File: src/rtl/bcd_to_binary_if.sv
// Handshake/data bundle for the sequential BCD-to-binary converter.
// The requester drives start and the ten digits; the converter drives result and status.
interface bcd_to_binary_if;
    logic        start;
    logic [3:0]  x0, x1, x2, x3, x4, x5, x6, x7, x8, x9;
    logic [31:0] binary;
    logic        busy;
    logic        done;
    logic        invalid;
    logic        overflow;

    modport master (
        output start, x0, x1, x2, x3, x4, x5, x6, x7, x8, x9,
        input  binary, busy, done, invalid, overflow
    );

    modport slave (
        input  start, x0, x1, x2, x3, x4, x5, x6, x7, x8, x9,
        output binary, busy, done, invalid, overflow
    );
endinterface

File: src/rtl/bcd_to_binary.sv
// 10-digit BCD to 32-bit binary, reverse double-dabble, one bit per cycle (35-cycle latency).
// Optional macro BCD2BIN_SATURATE_EN: clamp binary to 32'hFFFFFFFF on overflow.
module bcd_to_binary (
    input  logic            clock,
    input  logic            reset,
    bcd_to_binary_if.slave  bus
);
    typedef enum logic [1:0] {IDLE, SHIFT, DONE} state_t;

    state_t      state_q;
    logic [39:0] bcd_q;
    logic [33:0] bin_q;
    logic [5:0]  cnt_q;
    logic        bad_q;
    logic [31:0] binary_q;
    logic        busy_q, done_q, invalid_q, overflow_q;

    logic [39:0] digits_in;
    logic        digit_bad;
    logic [39:0] bcd_shr;
    logic [39:0] bcd_d;
    logic [33:0] bin_d;
    logic        ovf;
    logic [31:0] result;

    always_comb begin
        digits_in = {bus.x9, bus.x8, bus.x7, bus.x6, bus.x5,
                     bus.x4, bus.x3, bus.x2, bus.x1, bus.x0};
        digit_bad = 1'b0;
        for (int i = 0; i < 10; i++)
            if (digits_in[4*i +: 4] > 4'd9) digit_bad = 1'b1;
    end

    // Shift {bcd, bin} right one bit, then pull every digit that became >= 8 back by 3.
    always_comb begin
        bcd_shr = {1'b0, bcd_q[39:1]};
        bin_d   = {bcd_q[0], bin_q[33:1]};
        bcd_d   = bcd_shr;
        for (int i = 0; i < 10; i++)
            if (bcd_shr[4*i +: 4] >= 4'd8) bcd_d[4*i +: 4] = bcd_shr[4*i +: 4] - 4'd3;
    end

    always_comb begin
        ovf = (|bin_q[33:32]) & ~bad_q;
        if (bad_q)
            result = 32'd0;
`ifdef BCD2BIN_SATURATE_EN
        else if (ovf)
            result = 32'hFFFF_FFFF;
`endif
        else
            result = bin_q[31:0];
    end

    always_ff @(posedge clock or posedge reset) begin
        if (reset) begin
            state_q    <= IDLE;
            bcd_q      <= '0;
            bin_q      <= '0;
            cnt_q      <= '0;
            bad_q      <= 1'b0;
            binary_q   <= '0;
            busy_q     <= 1'b0;
            done_q     <= 1'b0;
            invalid_q  <= 1'b0;
            overflow_q <= 1'b0;
        end else begin
            case (state_q)
                IDLE: begin
                    done_q <= 1'b0;
                    busy_q <= bus.start;
                    if (bus.start) begin
                        bcd_q   <= digits_in;
                        bin_q   <= '0;
                        cnt_q   <= '0;
                        bad_q   <= digit_bad;
                        state_q <= SHIFT;
                    end
                end
                SHIFT: begin
                    done_q <= 1'b0;
                    busy_q <= 1'b1;
                    bcd_q  <= bcd_d;
                    bin_q  <= bin_d;
                    cnt_q  <= cnt_q + 6'd1;
                    // Full 34 iterations regardless of bad so latency never varies.
                    if (cnt_q == 6'd33) state_q <= DONE;
                end
                DONE: begin
                    done_q     <= 1'b1;
                    busy_q     <= 1'b1;
                    binary_q   <= result;
                    invalid_q  <= bad_q;
                    overflow_q <= ovf;
                    state_q    <= IDLE;
                end
                default: begin
                    done_q  <= 1'b0;
                    busy_q  <= 1'b0;
                    state_q <= IDLE;
                end
            endcase
        end
    end

    assign bus.binary   = binary_q;
    assign bus.busy     = busy_q;
    assign bus.done     = done_q;
    assign bus.invalid  = invalid_q;
    assign bus.overflow = overflow_q;
endmodule

File: src/flat_wrapper.sv
// flat-port wrapper written by rule: the top's interface ports become plain ports
module bcd_to_binary_flat 
  (clock, reset, bus_start, bus_x0, bus_x1, bus_x2, bus_x3, bus_x4, bus_x5, bus_x6, bus_x7, bus_x8, bus_x9, bus_binary, bus_busy, bus_done, bus_invalid, bus_overflow);
  bcd_to_binary_if bus_i ();
  input  logic clock;
  input  logic reset;
  input wire logic [$bits(bus_i.start)-1:0] bus_start;
  input wire logic [$bits(bus_i.x0)-1:0] bus_x0;
  input wire logic [$bits(bus_i.x1)-1:0] bus_x1;
  input wire logic [$bits(bus_i.x2)-1:0] bus_x2;
  input wire logic [$bits(bus_i.x3)-1:0] bus_x3;
  input wire logic [$bits(bus_i.x4)-1:0] bus_x4;
  input wire logic [$bits(bus_i.x5)-1:0] bus_x5;
  input wire logic [$bits(bus_i.x6)-1:0] bus_x6;
  input wire logic [$bits(bus_i.x7)-1:0] bus_x7;
  input wire logic [$bits(bus_i.x8)-1:0] bus_x8;
  input wire logic [$bits(bus_i.x9)-1:0] bus_x9;
  output wire logic [$bits(bus_i.binary)-1:0] bus_binary;
  output wire logic [$bits(bus_i.busy)-1:0] bus_busy;
  output wire logic [$bits(bus_i.done)-1:0] bus_done;
  output wire logic [$bits(bus_i.invalid)-1:0] bus_invalid;
  output wire logic [$bits(bus_i.overflow)-1:0] bus_overflow;
  assign bus_i.start = bus_start;
  assign bus_i.x0 = bus_x0;
  assign bus_i.x1 = bus_x1;
  assign bus_i.x2 = bus_x2;
  assign bus_i.x3 = bus_x3;
  assign bus_i.x4 = bus_x4;
  assign bus_i.x5 = bus_x5;
  assign bus_i.x6 = bus_x6;
  assign bus_i.x7 = bus_x7;
  assign bus_i.x8 = bus_x8;
  assign bus_i.x9 = bus_x9;
  assign bus_binary = bus_i.binary;
  assign bus_busy = bus_i.busy;
  assign bus_done = bus_i.done;
  assign bus_invalid = bus_i.invalid;
  assign bus_overflow = bus_i.overflow;
  bcd_to_binary u_core (.clock(clock), .reset(reset), .bus(bus_i));
endmodule
File: config.mk
export PLATFORM = sky130hd
export DESIGN_NAME = bcd_to_binary_flat
export DESIGN_NICKNAME = d
export VERILOG_FILES = /design/src/rtl/bcd_to_binary_if.sv /design/src/rtl/bcd_to_binary.sv /design/src/flat_wrapper.sv
export SDC_FILE = /design/constraint.sdc
export NUM_CORES = 1
export LEC_CHECK = 0
export ABC_AREA = 1
export ABC_CLOCK_PERIOD_IN_PS = 4000
export CAP_MARGIN = 20
export CORE_MARGIN = 8
export CORE_UTILIZATION = 49
export DETAILED_ROUTE_END_ITERATION = 7
export GPL_TIMING_DRIVEN = 0
export PLACE_DENSITY = 0.76
export SLEW_MARGIN = 20
export SYNTH_ARGS = -nofsm -noshare
export SYNTH_HDL_FRONTEND = slang
export SYNTH_SLANG_ARGS = --single-unit
File: constraint.sdc
create_clock -name clock -period 4 [get_ports clock]
set_input_delay 1 -clock clock [delete_from_list [all_inputs] [get_ports clock]]
set_output_delay 1 -clock clock [all_outputs]
set_load 0.01 [all_outputs]
== After elaboration in Yosys (flattened, before gate mapping) ==
Cells that the tools add are included.

* Output and inout bits: 36
* Register bits: 119

* Reduce and logical (&&, ||, !) cells: 7
* Order comparisons: 19
* Equal/unequal tests: 5
* Add/sub/neg operators: 10
* Bitwise operators: 2
* Muxes and demuxes: 31

{| class="wikitable"
|+ Operator list
! cell !! count
|-
| $pmux 40 s2 || 1
|-
| $pmux 34 s2 || 1
|-
| $gt 4x4->1 const B || 10
|-
| $mux 40 || 1
|-
| $ge 4x4->1 const B || 9
|-
| $mux 4 || 9
|-
| $sub 4x2->4 const B || 9
|-
| $mux 34 || 1
|-
| $mux 32 || 1
|-
| $pmux 6 s2 || 1
|-
| $mux 1 || 11
|-
| $add 6x1->6 const B || 1
|-
| $eq 6x6->1 const B || 1
|-
| $mux 6 || 1
|-
| $reduce_and 2->1 || 3
|-
| $mux 2 || 2
|-
| $pmux 2 s2 || 1
|-
| $reduce_or 2->1 || 2
|-
| $eq 2x1->1 const B || 1
|-
| $eq 2x2->1 const B || 1
|-
| $logic_not 2->1 || 1
|-
| $ne 2x1->1 const B || 1
|-
| $ne 2x2->1 const B || 1
|-
| $pmux 1 s2 || 1
|-
| other kinds (3) || 3
|}

== Depth between registers and ports, before layout ==
Gate-level depths: netlist (run 1).

* Depth in word-level cells: 11
* Gate-level depth with buffers: 10

== Least setup slack after synthesis (run 1) ==
Ideal clock, no wire load.

* Kind: input -> register
* From: in bus_start
* To: reg u_core.bin_q[20]
* Arrival: 1.543 ns
* Stages: 5
* Data required time: 3.874 ns
* Buffers on the path: 2
* Path slack: 2.331 ns
* Path through: nand2_2 nand2_4 buf_6 buf_2 o22ai_1

* Cells in the longest elaborated chain, start to end: 2

{| class="wikitable"
|+ RTL lines
! what !! RTL line !! RTL
|-
| start, declared || flat_wrapper.sv:7 || <nowiki>input wire logic [$bits(bus_i.start)-1:0] bus_start;</nowiki>
|-
| $ne 2x2->1 (no source line) || - ||
|-
| $reduce_and 2->1 (no source line) || - ||
|-
| end signal, assigned || bcd_to_binary.sv:84 || <nowiki>bin_q <= bin_d;</nowiki>
|-
| end, declared || bcd_to_binary.sv:12 || <nowiki>logic [33:0] bin_q;</nowiki>
|}

No other way between the ends.
A chain may end at the register's enable or synchronous reset.

== Worst setup path after layout (run 1) ==
* From: reg u_core.binary_q[31] (netlist: u_core.bus.binary[31])
* To: out bus_binary[31]

{| class="wikitable"
|+ RTL lines
! what !! RTL line !! RTL
|-
| start, declared || bcd_to_binary.sv:15 || <nowiki>logic [31:0] binary_q;</nowiki>
|-
| start signal, assigned || bcd_to_binary.sv:92 || <nowiki>binary_q <= result;</nowiki>
|-
| end, declared || flat_wrapper.sv:18 || <nowiki>output wire logic [$bits(bus_i.binary)-1:0] bus_binary;</nowiki>
|}

No word-level cell between the ends.

==> results of run 1 <==
[cells in the mapped netlist, drive strengths merged, types with 4 or more instances]
cell | count | area (sq um)
dfrtp | 119 | 2980
a21oi | 38 | 194
a31oi | 9 | 56.3
o21ai | 83 | 415
nand4 | 4 | 25.0
nand3 | 5 | 25.0
nand2 | 121 | 472
buf | 21 | 188
inv | 84 | 320
xor2 | 8 | 70.1
nor2 | 39 | 149
o22ai | 34 | 213
o211ai | 7 | 77.6
o221ai | 5 | 75.1
ha | 24 | 300
clkbuf | 7 | 26.3
o21a | 6 | 45.0
[cell usage in the layout (no fill, tap or decap), types with 9 or more instances in the layout]
cell	synthesis	final
clkbuf_16	0	17
o22ai_1	34	34
buf_6	10	10
a21oi_1	37	37
ha_1	24	24
a31oi_1	9	9
nand2_1	116	116
o21ai_0	73	73
o21ai_1	10	10
dfrtp_1	119	119
nor2_1	38	38
inv_1	81	80
clkdlybuf4s50_1	0	78
[registers in the layout, indices dropped and copies added, names as in the netlist]
| register | count |
|---|---|
| u_core.bus.busy | 1 |
| u_core.cnt_q | 6 |
| u_core.bin_q | 34 |
| u_core.bus.binary | 32 |
| u_core.bus.invalid | 1 |
| u_core.state_q | 2 |
| u_core.bad_q | 1 |
| u_core.bcd_q | 40 |
| u_core.bus.overflow | 1 |
| u_core.bus.done | 1 |
[layout make-up]
type	instances	area (sq um)	share of cell area
Clock inverter	11	124	0.0170
Sequential cell	119	2980	0.408
Inverter	84	324	0.0444
Buffer	28	214	0.0293
Multi-Input combinational cell	385	2130	0.292
Timing Repair Buffer	82	876	0.120
Clock buffer	21	470	0.0645
Tap cell	143	179	0.0245
[worst max path at each step]
| stage | start | endpoint | cells past startpoint |
|---|---|---|---|
| after floorplan | reset | u_core.bad_q | 1 |
| after global placement | reset | u_core.bus.binary[4] | 2 |
| after detailed placement | bus_start | u_core.bcd_q[37] | 5 |
| after CTS | u_core.bus.binary[0] | bus_binary[0] | 1 |
| after global routing | u_core.bus.binary[0] | bus_binary[0] | 1 |
| final | u_core.bus.binary[31] | bus_binary[31] | 1 |
[metal layers]
metal  vias up  track usage  routed length, um
met5         -            0                  0
met4         0       0.0730                162
met3        20       0.0530                980
met2       169        0.344               7330
met1      2329        0.242               6150
li1       2231            -                  -
[kinds of logic (layout without fill, tap and decap cells)]
family,count (synthesis),after routing,share of synthesized area
xor+xnor,9,9,0.0140
buf+inv,112,226,0.0947
compound gates,182,182,0.191
flops,119,119,0.528
simple gates,170,170,0.120
fa+ha+maj,24,24,0.0532
[power groups by stage]
stage	logic, mW	clock network (mW)	registers [mW]
floorplan	1.44	0	1.69
global placement	1.86	0	1.73
detailed placement	1.97	0	1.75
CTS	1.99	1.53	1.73
global route	2.20	1.59	1.78
finish	2.00	1.51	1.74
==> out/qor.csv, run 1 <==
metric,value,unit
Critical Path AT,1.33,ns
cell family contributing the most delay on the critical path,buffers and inverters,
Hold Slack,0.480,ns
Hold Path Origin,u_core.bus.binary[2],
crit path cell chain,clkdlybuf4s50_1,
CP max-delay cell,clkdlybuf4s50_1,
Hold Crit Depth,2,
post-route antenna net violation count,0,
Tmin final,2.33,ns
RePlAce Congestion,0.842,
clk_lat worst skew,0.42,ns
area of placed instances,6700,sq um
die footprint,15200,sq um
final setup TNS,0,ns
Sw Share,0.389,
# DRC,0,
DRT iter0 DRCs,439,
clock-pin slew on the worst setup and hold paths,0.05,ns
Synth Warn #,0,
synthesized area per cell,9.16,sq um
cts bufs inserted,17,
status,"complete, no violations",
GRT Total Usage,0.202,
slew at the pin with the worst max-slew slack,0.632,ns
Worst Hold Path EP,u_core.bus.binary[2],
Pre-antenna DRT Iters,7,
Core Region,11300,sq um
Max-slew headroom,0.578,
layout cells sized above 1,0.107,
worst setup margin,1.67,ns
vias in the first global route,4932,
post-route insts no fill,873,
Synth Net Count,683,
largest net degree at the start of global routing,29,
clk_skew,0.0116,ns
"Buf+Inv Stages, Crit Path",1,
first-pass GRT wire length,23.9,mm
dpl ws,1.53,ns
post-CTS sizing,0,
H-tree depth,4,
startpoint types,flip-flop,
IO Count,79,
"EDFF count, synth",0,
Critical Path RT,3.00,ns
final WL,14.6,mm
VDD IR max,0.349,mV
worst stage delay on the critical path,0.55,ns
fmax,0.429,GHz
clock net sink count,119,
routed wire length per instance,16.8,um
Die Height,123,um
R2R Path Start,u_core.state_q[0],
Final Net Count,784,
Final Cycle Share,0.583,
global route total overflow,0,
predominant post-synthesis flop cell,dfrtp_1,
number of diodes,0,
fillcell total,918,
CTS tree,built,
cell depth of the worst flop-to-flop path,7,
RSZ-0062 raised after global routing,false,
Async SR Flop Fraction,1.00,
Area Growth Syn to Fin,29.3,%
WS Path Type,reg -> out,
vias per inst,5.44,
initial antenna violation count,0,
crit end category,primary output,
number of core rows,39,
starting density of the core,0.499,
Comb pwr share,0.380,
synthesized flop and latch total,119,
die width,123,um
MaxCap Viol Count,0,
Pint,3.21,mW
sequential area share after synthesis,0.528,
worst hold-check path type,reg -> reg,
DP HPWL,10.3,mm
Tot Pwr,5.26,mW
PortBufs,78,
Sequential Power Share,0.332,
"Hold Vio Cnt, Final",0,
# setup viols final,0,
distinct cell type count of the synthesized netlist,30,
LEAKAGE,3.32,nW
Pwr per Cell Area,720,nW/um^2
Final Util,0.645,
final slew viol count,0,
synthesized area,5640,sq um
Worst R2R End,u_core.bus.binary[1],
root buf cell,clkbuf_16,
Crit Path Max Fanout,2,
clk buf depth,2,
Hold Buf Count CTS,0,
NetSw,2.04,mW
final instance area,7300,sq um
via count,4749,
"Setup Fix Bufs, Post-CTS",0,
reg2reg setup slack,2.23,ns
Gate Count Post-Synth,616,
dpl cells,841,
clock power share,0.288,
Power figures use the tool's default switching activity.
==> inputs of run 2 (changes only) <==
--- a/config.mk
+++ b/config.mk
@@ -6,13 +6,13 @@
 export NUM_CORES = 1
 export LEC_CHECK = 0
 export ABC_AREA = 1
-export ABC_CLOCK_PERIOD_IN_PS = 4000
+export ABC_CLOCK_PERIOD_IN_PS = 2200
 export CAP_MARGIN = 20
 export CORE_MARGIN = 8
-export CORE_UTILIZATION = 49
+export CORE_UTILIZATION = 55
 export DETAILED_ROUTE_END_ITERATION = 7
 export GPL_TIMING_DRIVEN = 0
-export PLACE_DENSITY = 0.76
+export PLACE_DENSITY = 0.8
 export SLEW_MARGIN = 20
 export SYNTH_ARGS = -nofsm -noshare
 export SYNTH_HDL_FRONTEND = slang
==> constraint.sdc (replaced) <==
create_clock -name clock -period 2.2 [get_ports clock]
set_input_delay 0.55 -clock clock [delete_from_list [all_inputs] [get_ports clock]]
set_output_delay 0.55 -clock clock [all_outputs]
set_load 0.01 [all_outputs]
==> run 2 against run 1 <==
  * First-iteration DRC count is 13% lower
  * Final cell count is 1.3% lower
  * Via count is essentially flat
  * Power is 76% higher
  * Sequential power grew 82%
  * Hold slack improved by 0.0026 ns
  * Critical path type unchanged
  * Clock-buffer cell count shrank 1
  * Setup slack got worse by 1.5 ns
  * Flip-flop and latch count is the same
==> out/qor.csv, run 2 (synthesis gave the netlist of run 1 again) <==
metric,value,unit,change
Core Region,10100,sq um,was 11300 sq um
crit end category,primary output,,unchanged
LEAKAGE,3.28,nW,was 3.32 nW
slew at the pin with the worst max-slew slack,0.722,ns,was 0.632 ns
Hold Path Origin,u_core.bus.binary[28],,was u_core.bus.binary[2]
final WL,14.1,mm,was 14.6 mm
fmax,0.500,GHz,
Pre-antenna DRT Iters,7,,unchanged
routed wire length per instance,16.4,um,was 16.8 um
cell family contributing the most delay on the critical path,buffers and inverters,,unchanged
die footprint,13800,sq um,was 15200 sq um
Top reg by flops,u_core.bcd_q,,unchanged
Crit Path Max Fanout,2,,unchanged
"Buf+Inv Stages, Crit Path",1,,unchanged
status,"complete, no violations",,unchanged
DRT iter0 DRCs,384,,was 439
via count,4746,,was 4749
Area Growth Syn to Fin,27.3,%,was 29.3%
cell depth of the worst flop-to-flop path,7,,unchanged
max reg flops,40,,unchanged
dpl ws,0.181,ns,was 1.53 ns
post-route antenna net violation count,0,,unchanged
clock-pin slew on the worst setup and hold paths,0.05,ns,about the same
final setup TNS,0,ns,unchanged
CTS tree,built,,unchanged
Final Net Count,783,,was 784
number of diodes,0,,unchanged
R2R Path Start,u_core.state_q[0],,unchanged
PortBufs,78,,unchanged
Comb pwr share,0.391,,was 0.380
clk buf depth,2,,unchanged
# DRC,0,,unchanged
worst stage delay on the critical path,0.55,ns,about the same
Final Cycle Share,0.909,,
starting density of the core,0.557,,was 0.499
clk_skew,0.00881,ns,was 0.0116 ns
die width,117,um,was 123 um
RSZ-0062 raised after global routing,false,,unchanged
DP HPWL,9.88,mm,was 10.3 mm
Hold Buf Count CTS,0,,unchanged
# setup viols final,0,,unchanged
crit path cell chain,clkdlybuf4s50_1,,unchanged
GRT Total Usage,0.210,,was 0.202
VDD IR max,0.691,mV,was 0.349 mV
Max-slew headroom,0.518,,was 0.578
Sw Share,0.393,,was 0.389
Sequential Power Share,0.343,,was 0.332
clock net sink count,119,,unchanged
vias per inst,5.51,,was 5.44
Pint,5.61,mW,was 3.21 mW
NetSw,3.63,mW,was 2.04 mW
clock power share,0.266,,was 0.288
Critical Path AT,1.45,ns,was 1.33 ns
"Setup Fix Bufs, Post-CTS",0,,unchanged
most frequent cells in the layout,"dfrtp_1, nand2_1, inv_1, clkdlybuf4s50_1, o21ai_0",,unchanged
RePlAce Congestion,0.857,,was 0.842
post-CTS sizing,0,,unchanged
reg2reg setup slack,0.47,ns,was 2.23 ns
worst setup margin,0.201,ns,was 1.67 ns
initial antenna violation count,0,,unchanged
cts bufs inserted,17,,unchanged
largest net degree at the start of global routing,34,,was 29
number of core rows,37,,was 39
WS Path Type,reg -> out,,unchanged
fillcell total,744,,was 918
IO Count,79,,unchanged
Worst Hold Path EP,u_core.bus.binary[28],,was u_core.bus.binary[2]
Hold Crit Depth,2,,unchanged
layout cells sized above 1,0.102,,was 0.107
first-pass GRT wire length,23.8,mm,was 23.9 mm
Worst R2R End,u_core.bus.binary[10],,was u_core.bus.binary[1]
clk_lat worst skew,0.52,ns,was 0.42 ns
"commonest non-fill, non-tap cell in the layout",dfrtp_1,,unchanged
CP max-delay cell,clkdlybuf4s50_1,,unchanged
Pwr per Cell Area,1290,nW/um^2,was 720 nW/um^2
"Hold Vio Cnt, Final",0,,unchanged
root buf cell,clkbuf_8,,was clkbuf_16
Tmin final,2.00,ns,
global route total overflow,0,,unchanged
MaxCap Viol Count,0,,unchanged
vias in the first global route,5035,,was 4932
Critical Path RT,1.65,ns,was 3.00 ns
H-tree depth,4,,unchanged
worst hold-check path type,reg -> reg,,unchanged
startpoint types,flip-flop,,unchanged
Final Util,0.709,,was 0.645
final slew viol count,0,,unchanged
Die Height,117,um,was 123 um
## run 2: worst max path at each step
stage	startpoint	end	slack (ns)	depth (start not counted)
after detailed placement	bus_start	u_core.bcd_q[34]	0.18	5
after global routing	u_core.bus.invalid	bus_invalid	0.16	1
after CTS	u_core.bus.invalid	bus_invalid	0.19	1
after floorplan	reset	u_core.bad_q	0.19	1
after global placement	reset	u_core.bus.binary[5]	-0.87	2
final	u_core.bus.binary[10]	bus_binary[10]	0.20	1
## run 2: worst reg2reg max path, delay by kind of cell (launching register included)
| family | cells | cell delay, ns |
|---|---|---|
| flip-flops | 1 | 0.39 |
| buffers and inverters | 4 | 0.71 |
| AO/OA/AOI/OAI | 1 | 0.15 |
| AND/OR/NAND/NOR | 1 | 0.08 |
| adder cells (fa/ha/maj) | 1 | 0.27 |
## run 2: final cells by class
type	count	area, sq um	area share
Sequential cell	119	2980	0.414
Multi-Input combinational cell	385	2130	0.297
Timing Repair Buffer	81	841	0.117
Clock buffer	20	445	0.0620
Inverter	84	324	0.0451
Buffer	28	214	0.0298
Tap cell	136	170	0.0237
Clock inverter	9	80.1	0.0111
## run 2: stage by stage
stage / hold slack [ns] / cells / power (mW) / cell area, sq um
6_report: 0.483 / 862 / 9.24 / 7180
4_1_cts: 0.487 / 862 / 9.23 / 7180
2_1_floorplan: 0.459 / 616 / 5.70 / 5650
5_1_grt: 0.507 / 862 / 9.83 / 7180
3_5_place_dp: 0.473 / 833 / 6.74 / 6660
3_3_place_gp: 0.465 / 830 / 6.53 / 6600
## run 2: layer usage
metal / up-vias / global-route usage / share of wire
met3: 32 / 0.0528 / 0.063
met5: - / 0 / 0
li1: 2223 / - / -
met1: 2275 / 0.242 / 0.41
met4: 0 / 0.0941 / 0.018
met2: 216 / 0.362 / 0.51
## run 2: power groups by stage
stage | clock network [mW] | logic (mW) | registers [mW]
after floorplan | 0 | 2.63 | 3.08
after global placement | 0 | 3.37 | 3.15
after detailed placement | 0 | 3.56 | 3.18
after CTS | 2.48 | 3.60 | 3.15
after global routing | 2.59 | 3.99 | 3.25
final | 2.46 | 3.61 | 3.17
